==> config.mk <==
export PLATFORM = sky130hd
export DESIGN_NAME = uart_fifo_param_flat
export DESIGN_NICKNAME = d
export VERILOG_FILES = /design/src/rtl/uart_fifo_param_pkg.sv /design/src/rtl/uart_fifo_param_if.sv /design/src/rtl/uart_fifo_param_mem.sv /design/src/rtl/uart_fifo_param.sv /design/src/flat_wrapper.sv
export SDC_FILE = /design/constraint.sdc
export NUM_CORES = 1
export LEC_CHECK = 0
export CORE_MARGIN = 5
export CORE_UTILIZATION = 59
export CTS_CLUSTER_DIAMETER = 30
export DETAILED_ROUTE_END_ITERATION = 8
export PLACE_DENSITY = 0.8
export SYNTH_ARGS = -nofsm -noshare
export SYNTH_HDL_FRONTEND = slang
export SYNTH_SLANG_ARGS = --single-unit
==> constraint.sdc <==
create_clock -name clk -period 3.5 [get_ports clk]
set_clock_uncertainty 0.05 [all_clocks]
set_input_delay 0.875 -clock clk [delete_from_list [all_inputs] [get_ports clk]]
set_output_delay 0.875 -clock clk [all_outputs]
set_load 0.01 [all_outputs]
==> src/rtl/uart_fifo_param_pkg.sv <==
// Shared types and helpers for the parametrised UART FIFO.
// Pointer wrap rule and per-cycle operation decode live here so top and tests agree on them.
package uart_fifo_param_pkg;

   typedef enum logic [1:0] {
      FIFO_IDLE,
      FIFO_PUSH,
      FIFO_POP,
      FIFO_BOTH
   } fifo_op_e;

   // Widest pointer needed for the largest supported depth (256 entries).
   localparam int PTR_MAX_W = 8;

   // Wrap by explicit compare so non-power-of-two depths work.
   function automatic logic [PTR_MAX_W-1:0] next_ptr(input logic [PTR_MAX_W-1:0] ptr,
                                                     input int depth);
      logic [PTR_MAX_W-1:0] nxt;
      if (32'(ptr) == 32'(depth - 1)) begin
         nxt = '0;
      end else begin
         nxt = ptr + PTR_MAX_W'(1);
      end
      return nxt;
   endfunction

   // A pop on empty is ignored even when paired with a push; a push on full
   // only proceeds when a pop frees the slot in the same cycle.
   function automatic fifo_op_e decode_op(input logic push,
                                          input logic pop,
                                          input logic full,
                                          input logic empty);
      fifo_op_e op;
      op = FIFO_IDLE;
      if (push && pop) begin
         op = empty ? FIFO_PUSH : FIFO_BOTH;
      end else if (push) begin
         op = full ? FIFO_IDLE : FIFO_PUSH;
      end else if (pop) begin
         op = empty ? FIFO_IDLE : FIFO_POP;
      end
      return op;
   endfunction

endpackage

==> src/rtl/uart_fifo_param_if.sv <==
// Push/pop, threshold and status bundle between the APB register block and the FIFO.
// master drives commands and thresholds; slave is the FIFO returning data and status.
interface uart_fifo_param_if #(
   parameter int WIDTH = 8,
   parameter int DEPTH = 16
);
   localparam int CW = $clog2(DEPTH + 1);

   logic             flush;
   logic             push;
   logic             pop;
   logic [WIDTH-1:0] data_in;
   logic [CW-1:0]    af_thresh;
   logic [CW-1:0]    ae_thresh;

   logic [WIDTH-1:0] data_out;
   logic             fifo_empty;
   logic             fifo_full;
   logic             almost_full;
   logic             almost_empty;
   logic [CW-1:0]    count;
   logic             overflow;
   logic             underflow;

   modport master (
      output flush, push, pop, data_in, af_thresh, ae_thresh,
      input  data_out, fifo_empty, fifo_full, almost_full, almost_empty,
             count, overflow, underflow
   );

   modport slave (
      input  flush, push, pop, data_in, af_thresh, ae_thresh,
      output data_out, fifo_empty, fifo_full, almost_full, almost_empty,
             count, overflow, underflow
   );

endinterface

==> src/rtl/uart_fifo_param_mem.sv <==
// FIFO storage: register array, synchronous write, asynchronous read, no reset on contents.
// Read data follows raddr combinationally; a write lands on the rising edge.
module uart_fifo_param_mem #(
   parameter int WIDTH = 8,
   parameter int DEPTH = 16,
   parameter int AW    = $clog2(DEPTH)
) (
   input  logic             clk,
   input  logic             we,
   input  logic [AW-1:0]    waddr,
   input  logic [WIDTH-1:0] wdata,
   input  logic [AW-1:0]    raddr,
   output logic [WIDTH-1:0] rdata
);

   logic [WIDTH-1:0] mem [DEPTH];

   always_ff @(posedge clk) begin
      if (we) begin
         mem[waddr] <= wdata;
      end
   end

   assign rdata = mem[raddr];

endmodule

==> src/rtl/uart_fifo_param.sv <==
// Parametrised first-word-fall-through FIFO for the UART TX/RX paths; zero read latency.
// No backpressure: pushes while full are dropped (overflow), pops while empty ignored (underflow).
module uart_fifo_param
   import uart_fifo_param_pkg::*;
#(
   parameter int WIDTH = 8,
   parameter int DEPTH = 16
) (
   input  logic            clk,
   input  logic            rst,
   uart_fifo_param_if.slave bus
);

   localparam int CW = $clog2(DEPTH + 1);
   localparam int PW = $clog2(DEPTH);
   localparam logic [CW-1:0] FULL_LVL = CW'(DEPTH);

   logic [PW-1:0]    wr_ptr;
   logic [PW-1:0]    rd_ptr;
   logic [CW-1:0]    count_q;
   logic             overflow_q;
   logic             underflow_q;

   logic             empty;
   logic             full;
   fifo_op_e         op;
   logic             do_push;
   logic             do_pop;
   logic             ovf_evt;
   logic             unf_evt;
   logic [WIDTH-1:0] rd_dat;

   assign empty = (count_q == '0);
   assign full  = (count_q == FULL_LVL);

   always_comb begin
      op      = decode_op(bus.push, bus.pop, full, empty);
      do_push = 1'b0;
      do_pop  = 1'b0;
      if (!bus.flush) begin
         do_push = (op == FIFO_PUSH) || (op == FIFO_BOTH);
         do_pop  = (op == FIFO_POP)  || (op == FIFO_BOTH);
      end
   end

   // A push paired with a pop at full is not an overflow: the pop makes room.
   assign ovf_evt = bus.push && !bus.pop && full;
   assign unf_evt = bus.pop && empty;

   always_ff @(posedge clk or posedge rst) begin
      if (rst) begin
         wr_ptr      <= '0;
         rd_ptr      <= '0;
         count_q     <= '0;
         overflow_q  <= 1'b0;
         underflow_q <= 1'b0;
      end else if (bus.flush) begin
         wr_ptr      <= '0;
         rd_ptr      <= '0;
         count_q     <= '0;
         overflow_q  <= 1'b0;
         underflow_q <= 1'b0;
      end else begin
         if (do_push) begin
            wr_ptr <= PW'(next_ptr(PTR_MAX_W'(wr_ptr), DEPTH));
         end
         if (do_pop) begin
            rd_ptr <= PW'(next_ptr(PTR_MAX_W'(rd_ptr), DEPTH));
         end
         case ({do_push, do_pop})
            2'b10:   count_q <= count_q + CW'(1);
            2'b01:   count_q <= count_q - CW'(1);
            default: count_q <= count_q;
         endcase
         if (ovf_evt) begin
            overflow_q <= 1'b1;
         end
         if (unf_evt) begin
            underflow_q <= 1'b1;
         end
      end
   end

   uart_fifo_param_mem #(
      .WIDTH (WIDTH),
      .DEPTH (DEPTH)
   ) u_mem (
      .clk   (clk),
      .we    (do_push),
      .waddr (wr_ptr),
      .wdata (bus.data_in),
      .raddr (rd_ptr),
      .rdata (rd_dat)
   );

   // Storage is never reset, so the head is masked to zero while empty.
   assign bus.data_out     = empty ? '0 : rd_dat;
   assign bus.fifo_empty   = empty;
   assign bus.fifo_full    = full;
   assign bus.almost_full  = (count_q >= bus.af_thresh);
   assign bus.almost_empty = (count_q <= bus.ae_thresh);
   assign bus.count        = count_q;
   assign bus.overflow     = overflow_q;
   assign bus.underflow    = underflow_q;

endmodule

==> src/flat_wrapper.sv <==
// flat-port wrapper written by rule: the top's interface ports become plain ports
module uart_fifo_param_flat import uart_fifo_param_pkg::*;
#(
   parameter int WIDTH = 8,
   parameter int DEPTH = 16
)
  (clk, rst, bus_flush, bus_push, bus_pop, bus_data_in, bus_af_thresh, bus_ae_thresh, bus_data_out, bus_fifo_empty, bus_fifo_full, bus_almost_full, bus_almost_empty, bus_count, bus_overflow, bus_underflow);
  uart_fifo_param_if #(.WIDTH(WIDTH), .DEPTH(DEPTH)) bus_i ();
  input  logic clk;
  input  logic rst;
  input wire logic [$bits(bus_i.flush)-1:0] bus_flush;
  input wire logic [$bits(bus_i.push)-1:0] bus_push;
  input wire logic [$bits(bus_i.pop)-1:0] bus_pop;
  input wire logic [$bits(bus_i.data_in)-1:0] bus_data_in;
  input wire logic [$bits(bus_i.af_thresh)-1:0] bus_af_thresh;
  input wire logic [$bits(bus_i.ae_thresh)-1:0] bus_ae_thresh;
  output wire logic [$bits(bus_i.data_out)-1:0] bus_data_out;
  output wire logic [$bits(bus_i.fifo_empty)-1:0] bus_fifo_empty;
  output wire logic [$bits(bus_i.fifo_full)-1:0] bus_fifo_full;
  output wire logic [$bits(bus_i.almost_full)-1:0] bus_almost_full;
  output wire logic [$bits(bus_i.almost_empty)-1:0] bus_almost_empty;
  output wire logic [$bits(bus_i.count)-1:0] bus_count;
  output wire logic [$bits(bus_i.overflow)-1:0] bus_overflow;
  output wire logic [$bits(bus_i.underflow)-1:0] bus_underflow;
  assign bus_i.flush = bus_flush;
  assign bus_i.push = bus_push;
  assign bus_i.pop = bus_pop;
  assign bus_i.data_in = bus_data_in;
  assign bus_i.af_thresh = bus_af_thresh;
  assign bus_i.ae_thresh = bus_ae_thresh;
  assign bus_data_out = bus_i.data_out;
  assign bus_fifo_empty = bus_i.fifo_empty;
  assign bus_fifo_full = bus_i.fifo_full;
  assign bus_almost_full = bus_i.almost_full;
  assign bus_almost_empty = bus_i.almost_empty;
  assign bus_count = bus_i.count;
  assign bus_overflow = bus_i.overflow;
  assign bus_underflow = bus_i.underflow;
  uart_fifo_param #(.WIDTH(WIDTH), .DEPTH(DEPTH)) u_core (.clk(clk), .rst(rst), .bus(bus_i));
endmodule
After elaboration in Yosys (flattened, before gate mapping)
Memory sizes are Yosys's and may differ from the RTL's.
Index checks and enable logic that the tools add are counted.
Widths: inputs -> output; s select.
- register bits after elaboration: 15
- bits in writable memories: 128
- output and inout port bits: 19
- word-level logic and storage cells: 56
- memories: 1
- memory list (memory ; words ; width ; rd ports ; clocked after memory_dff ; wr ports ; line ; RTL):
    u_core.u_mem.mem ; 16 ; 8 ; 1 ; 0 ; 1 ; uart_fifo_param_mem.sv:16 ; logic [WIDTH-1:0] mem [DEPTH];
- add/sub/neg operators: 4
- magnitude comparators: 2
- equal/unequal tests: 8
- multiplexer cells: 23
- reduce and logical (&&, ||, !) cells: 13
- operators with widths (cell ; number):
    $mux 4 ; 6
    $mux 2 ; 5
    $pmux 5 s2 ; 1
    $mux 1 ; 9
    $add 4x1->4 const B ; 2
    $eq 4x4->1 const B ; 2
    $mux 8 ; 1
    $reduce_bool 2->1 ; 4
    $eq 2x2->1 const B ; 3
    $add 5x1->5 const B ; 1
    $eq 5x5->1 const B ; 1
    $ge 5x5->1 ; 1
    $le 5x5->1 ; 1
    $logic_not 5->1 ; 1
    $mux 5 ; 1
    $sub 5x1->5 const B ; 1
    $eq 2x1->1 const B ; 2
    $logic_and 1x1->1 ; 4
    $reduce_bool 3->1 ; 1
    $logic_or 1x1->1 ; 2
    $logic_not 1->1 ; 1

Depth between registers and ports, before layout
- depth after elaboration: 11
- mapped depth: 10

Cells and area by module
From an unflattened synthesis, not the netlist that was laid out.
- cell total of the unflattened synthesis: 367
- area total of the unflattened synthesis: 6291.0 µm²
- by module, submodules not included (module ; instances ; cells each ; area an instance (µm²) ; sequential area each (µm²)):
    uart_fifo_param_mem ; 1 ; 221 ; 4987.3 ; 3843.7
    uart_fifo_param ; 1 ; 146 ; 1303.8 ; 375.4

Worst setup path after synthesis
Ideal clock, no wire load.
- path type: input to register
- from: input port bus_pop
- to: register u_core.count_q[4] (netlist: u_core.bus.count[4])
- arrival time: 2.712 ns
- data required time: 3.368 ns
- path slack: 0.656 ns
- stages on the path: 8
- buffers on the path: 1
- cell sequence: clkbuf_2 > o21ai_4 > or3_1 > fa_1 > nand2b_1 > a2111o_1 > o22a_1 > a31oi_1
- word-level cells in the longest chain between the ends: 9
- elaborated cells on any way between the ends: 16
- those cells by class: eq/ne: 5; mux: 7; reduce/logical: 4
- ends and longest elaborated chain (item ; line ; RTL):
    start, declared ; flat_wrapper.sv:13 ; input wire logic [$bits(bus_i.pop)-1:0] bus_pop;
    $mux 2 ; uart_fifo_param_pkg.sv:39 ; end else if (pop) begin
    $mux 2 ; uart_fifo_param_pkg.sv:37 ; end else if (push) begin
    $mux 2 (*) ; uart_fifo_param_pkg.sv:35 ; if (push && pop) begin
    $eq 2x2->1, or another cell as far along ; uart_fifo_param.sv:42 ; do_pop = (op == FIFO_POP) || (op == FIFO_BOTH);
    $logic_or 1x1->1, on equally long branches ; uart_fifo_param.sv:42, uart_fifo_param.sv:41 ;
    $mux 1 ; uart_fifo_param.sv:40 ; if (!bus.flush) begin
    $eq 2x1->1 or $eq 2x2->1 (tied branches) ; uart_fifo_param.sv:70 ; case ({do_push, do_pop})
    $pmux 5 s2 ; uart_fifo_param.sv:70 ;
    $mux 5 ; uart_fifo_param.sv:57 ; end else if (bus.flush) begin
    end signal, assigned ; uart_fifo_param.sv:71 ; 2'b10: count_q <= count_q + CW'(1);
    end signal, assigned ; uart_fifo_param.sv:72 ; 2'b01: count_q <= count_q - CW'(1);
    end signal, assigned ; uart_fifo_param.sv:73 ; default: count_q <= count_q;
    end, declared ; uart_fifo_param.sv:20 ; logic [CW-1:0] count_q;
Every way passes the cells marked *; elsewhere a longest branch is shown, timed or not.
A chain may end at the register's enable or synchronous reset.

Worst setup path in the final report
- from: register u_core.rd_ptr[1]
- to: output port bus_data_out[0]
- word-level cells in the longest chain between the ends: 2
- ends and longest elaborated chain (item ; line ; RTL):
    start, declared ; uart_fifo_param.sv:19 ; logic [PW-1:0] rd_ptr;
    start signal, assigned ; uart_fifo_param.sv:68 ; rd_ptr <= PW'(next_ptr(PTR_MAX_W'(rd_ptr), DEPTH));
    $mem_v2 16x8 ; n/a ;
    $mux 8 ; uart_fifo_param.sv:97 ; assign bus.data_out = empty ? '0 : rd_dat;
    end, declared ; flat_wrapper.sv:17 ; output wire logic [$bits(bus_i.data_out)-1:0] bus_data_out;
No other way between the ends.

==> run_results.csv <==
group,metric,value,unit
logic_synthesis,synth_compound_area_share,5.616,%
global_route,met3_usage,5.401,%
global_route,grt_overflow,0,
critical_path,crit_chain,"buf_6 > buf_6 > mux4_2 > mux2i_1 > a211oi_2 > dlygate4sd2_1",
floorplanning,fp.dieH,113.0,µm
logic_synthesis,synth-xor-area-share,0.6994,%
logic_synthesis,synthCells,367,
run_status,status,"finished, final reports clean",
global_route,grt_max_degree,28,
placed_design,gp_congestion,0.8125,
critical_path,cpMostUsedCell,"buf_6",
critical_path,cp-end-kind,"output pin",
detailed_routing,firstDrtPassIters,5,
global_route,grt.met2_usage,37.05,%
cells_and_area,diodes,0,
logic_synthesis,async_reset_ff_share,10.49,%
flow_run,cap_viol_max_count,0,
detailed_routing,wl_per_cell,22.99,µm
critical_path,crit_type,"reg -> out",
detailed_routing,drt-vias-per-instance,6.115,
global_route,grt.busiest_layer,"met2",
cells_and_area,fin_util,74.82,%
placed_design,io_buffer_count,41,
cts,cts_tree,"done",
critical_path,cp_slowest_cell,"dfrtp_1",
logic_synthesis,synthMuxAreaShare,13.81,%
sta,tightest_slew,0.8536,ns
cells_and_area,drive_gt1_share,25.60,%
min_path,hold_path_class,"reg -> reg",
floorplanning,start_util,60.65,%
logic_synthesis,synth.cell_area,0.006261,mm²
critical_path,slowest_delay,0.40,ns
detailed_routing,wl,13.63,mm
floorplanning,die-width,113.0,µm
sta,fin_crit,3.442,ns
cells_and_area,n_fill_cell,580,
pwr,ir_drop,0.4715,mV
cts,clock_latency,0.52,ns
sta,finalHoldViolCount,0,
critical_path,cp_num_buf_inv,3,
floorplanning,dieArea,0.01277,mm²
logic_synthesis,synth-seq-cells,143,
cts,clk_pin_slew,0.06,ns
floorplanning,core.rowCount,37,
detailed_routing,postRouteAntennaNets,0,
critical_path,crit_required,2.57,ns
global_route,grt_pass1_vias,3689,
global_route,antenna_found_initial,0,
floorplanning,num_io_pins,42,
sta,finalMaxSlewViolations,0,
logic_synthesis,synth_top_family_by_area,"multiplexers",
pwr,p_per_area,648.5,mW/mm²
cts,numCtsBuffers,17,
cells_and_area,layout.nets,486,
logic_synthesis,syn_avg_cell_area,17.06,µm²
cts,cts_root_buf,"clkbuf_8",
sta,setup_viol,0,
logic_synthesis,synthesis.nets,409,
global_route,grt_pass1_wl,20.73,mm
logic_synthesis,synth_simple_gate_area_share,5.815,%
critical_path,crit_path_start_kind,"register",
floorplanning,core_area,0.01032,mm²
sta,rsz0062_at_grt,"yes",
logic_synthesis,yosys.area_share.adder,3.917,%
sta,hold_slack,0.4679,ns
logic_synthesis,synth_top_flop_cell,"edfxtp_1",
logic_synthesis,synth.distinct_cells,48,
logic_synthesis,synth_edf_count,128,
cts,cts.sinks,143,
critical_path,crit_arrival,2.52,ns
sta,max_freq,0.2905,GHz
critical_path,cp_max_fo,14,
global_route,grtUsageMet1,28.77,%
global_route,track_usage,22.18,%
sta,fin_crit_sh,98.35,%
logic_synthesis,ys_seq_area_share,67.39,%
cts,ctsHoldBuffers,0,
cts,cts_buffer_depth,2,
detailed_routing,vias,3626,
placed_design,place_hpwl,8.594,mm
detailed_routing,drtIter0Drc,302,
cells_and_area,syn2layout_area_growth,23.36,%
sta,relSlewSlack,43.10,%
detailed_routing,drc,0,
pwr,power_leakage,2.750,nW
logic_synthesis,yosys_warnings,0,
critical_path,crit_family,"buffers and inverters",
cts,htreeDepth,4,
[what timing repair did]
item | in CTS | in global routing
pin swaps | 0 | 1
gates resized for setup | 12 | 16
endpoints found under the hold margin | 0 | 0
endpoints found under the setup margin | 11 | 9
gates cloned | 0 | 1
buffers inserted | 0 | 3
[final timing paths]
| check | start | endpoint | slack [ns] | depth (start not counted) |
|---|---|---|---|---|
| max in group asynchronous | rst | u_core.rd_ptr[0]$_DFFE_PP0P_ | 2.28 | 2 |
| worst min register to register | u_core.bus.overflow$_DFFE_PP0P_ | u_core.bus.overflow$_DFFE_PP0P_ | 0.47 | 2 |
| worst max-delay path | u_core.rd_ptr[1]$_DFFE_PP0P_ | bus_data_out[0] | 0.06 | 6 |
| min in group asynchronous | rst | u_core.bus.count[4]$_DFFE_PP0P_ | 0.69 | 2 |
| worst max register to register | u_core.bus.count[0]$_DFFE_PP0P_ | u_core.bus.count[4]$_DFFE_PP0P_ | 0.45 | 10 |
| worst min-delay path | u_core.bus.overflow$_DFFE_PP0P_ | u_core.bus.overflow$_DFFE_PP0P_ | 0.47 | 2 |
[cells in the final DEF, fill, tap and decap left out, types with 2 or more instances in the layout]
| cell | n |
|---|---|
| inv_8 | 3 |
| a31oi_1 | 2 |
| nand2b_1 | 7 |
| buf_12 | 2 |
| ha_1 | 18 |
| mux4_2 | 32 |
| o211ai_1 | 3 |
| or3_1 | 2 |
| nor3_1 | 4 |
| buf_4 | 30 |
| mux2_1 | 3 |
| dfrtp_2 | 2 |
| clkinvlp_4 | 2 |
| a21o_1 | 3 |
| nand2_1 | 10 |
| nor2_1 | 25 |
| inv_1 | 16 |
| a211oi_1 | 12 |
| xnor2_1 | 2 |
| o21ai_0 | 3 |
| buf_6 | 4 |
| bufinv_16 | 3 |
| xor2_1 | 3 |
| dlymetal6s2s_1 | 5 |
| mux2i_1 | 9 |
| a21oi_1 | 9 |
| dfrtp_1 | 13 |
| dlygate4sd2_1 | 5 |
| nand3_1 | 3 |
| edfxtp_1 | 128 |
| inv_6 | 5 |
| nor2b_1 | 10 |
| clkbuf_16 | 17 |
| clkdlybuf4s50_1 | 31 |
| a211oi_2 | 5 |
| mux2i_2 | 2 |
[cells in the mapped netlist (5+ instances only)]
| library cell | n | area share, % |
|---|---|---|
| edfxtp_1 | 128 | 61 |
| mux4_2 | 32 | 12 |
| nor2_1 | 25 | 1.5 |
| ha_1 | 18 | 3.6 |
| a211oi_1 | 17 | 2.0 |
| inv_1 | 16 | 0.96 |
| dfrtp_1 | 15 | 6.0 |
| mux2i_1 | 11 | 1.8 |
| nand2_1 | 10 | 0.60 |
| nor2b_1 | 10 | 1.0 |
| a21oi_1 | 9 | 0.72 |
| buf_2 | 8 | 0.64 |
| nand2b_1 | 7 | 0.70 |
| buf_4 | 5 | 0.60 |
[stage by stage]
step,instance area [µm²],setup TNS (ns),std cells,total power [mW],setup WS (ns)
after global placement,6989,-0.1457,557,3.077,-0.1457
after CTS,7619,-0.5816,589,4.948,-0.1757
after global routing,7724,-0.05499,593,5.234,-0.03027
final,7724,0,593,5.009,0.05759
after floorplan,6261,0,367,2.679,0.6562
after detailed placement,6989,-0.1946,557,3.106,-0.1866
[routing by layer]
layer / vias to the layer above / share of wire, %
met5: - / 0
met4: 0 / 1.8
met3: 24 / 7.6
met2: 170 / 52
met1: 1831 / 38
li1: 1601 / -
[power breakdown]
part / internal [mW] / switching (mW) / total [mW]
registers: 1.91 / 0.0636 / 1.97
logic: 0.608 / 0.587 / 1.19
clock network: 1.11 / 0.733 / 1.84
total: 3.63 / 1.38 / 5.01
[cell families after synthesis]
kind of cell             after synthesis
flip-flops                           143
AND/OR/NAND/NOR                       71
AO/OA/AOI/OAI                         47
multiplexers                          46
buffers and inverters                 36
adder cells (fa/ha/maj)               19
XOR/XNOR                               5
[sequential cells by signal, summed over array words and instances, names as in the netlist]
signal                flops
u_core.wr_ptr             4
u_core.bus.underflow      1
u_core.bus.overflow       1
u_core.u_mem.mem        128
u_core.rd_ptr             4
u_core.bus.count          5
[cell type report]
cell class	instances	area (µm²)	share of cell area (%)
Multi-Input combinational cell	188	1911	24.74
Clock buffer	17	414.1	5.362
Inverter	16	60.06	0.7776
Clock inverter	15	195.2	2.527
Timing Repair Buffer	78	752.0	9.736
Sequential cell	143	4222	54.66
Tap cell	136	170.2	2.203
[tightest hold or removal path: stages, from the launching register on]
cell and delay (ns):
dfrtp_1 0.35, a31oi_1 0.05, nor2_1 0.08
No activity file was read; power rests on OpenSTA's default activity.
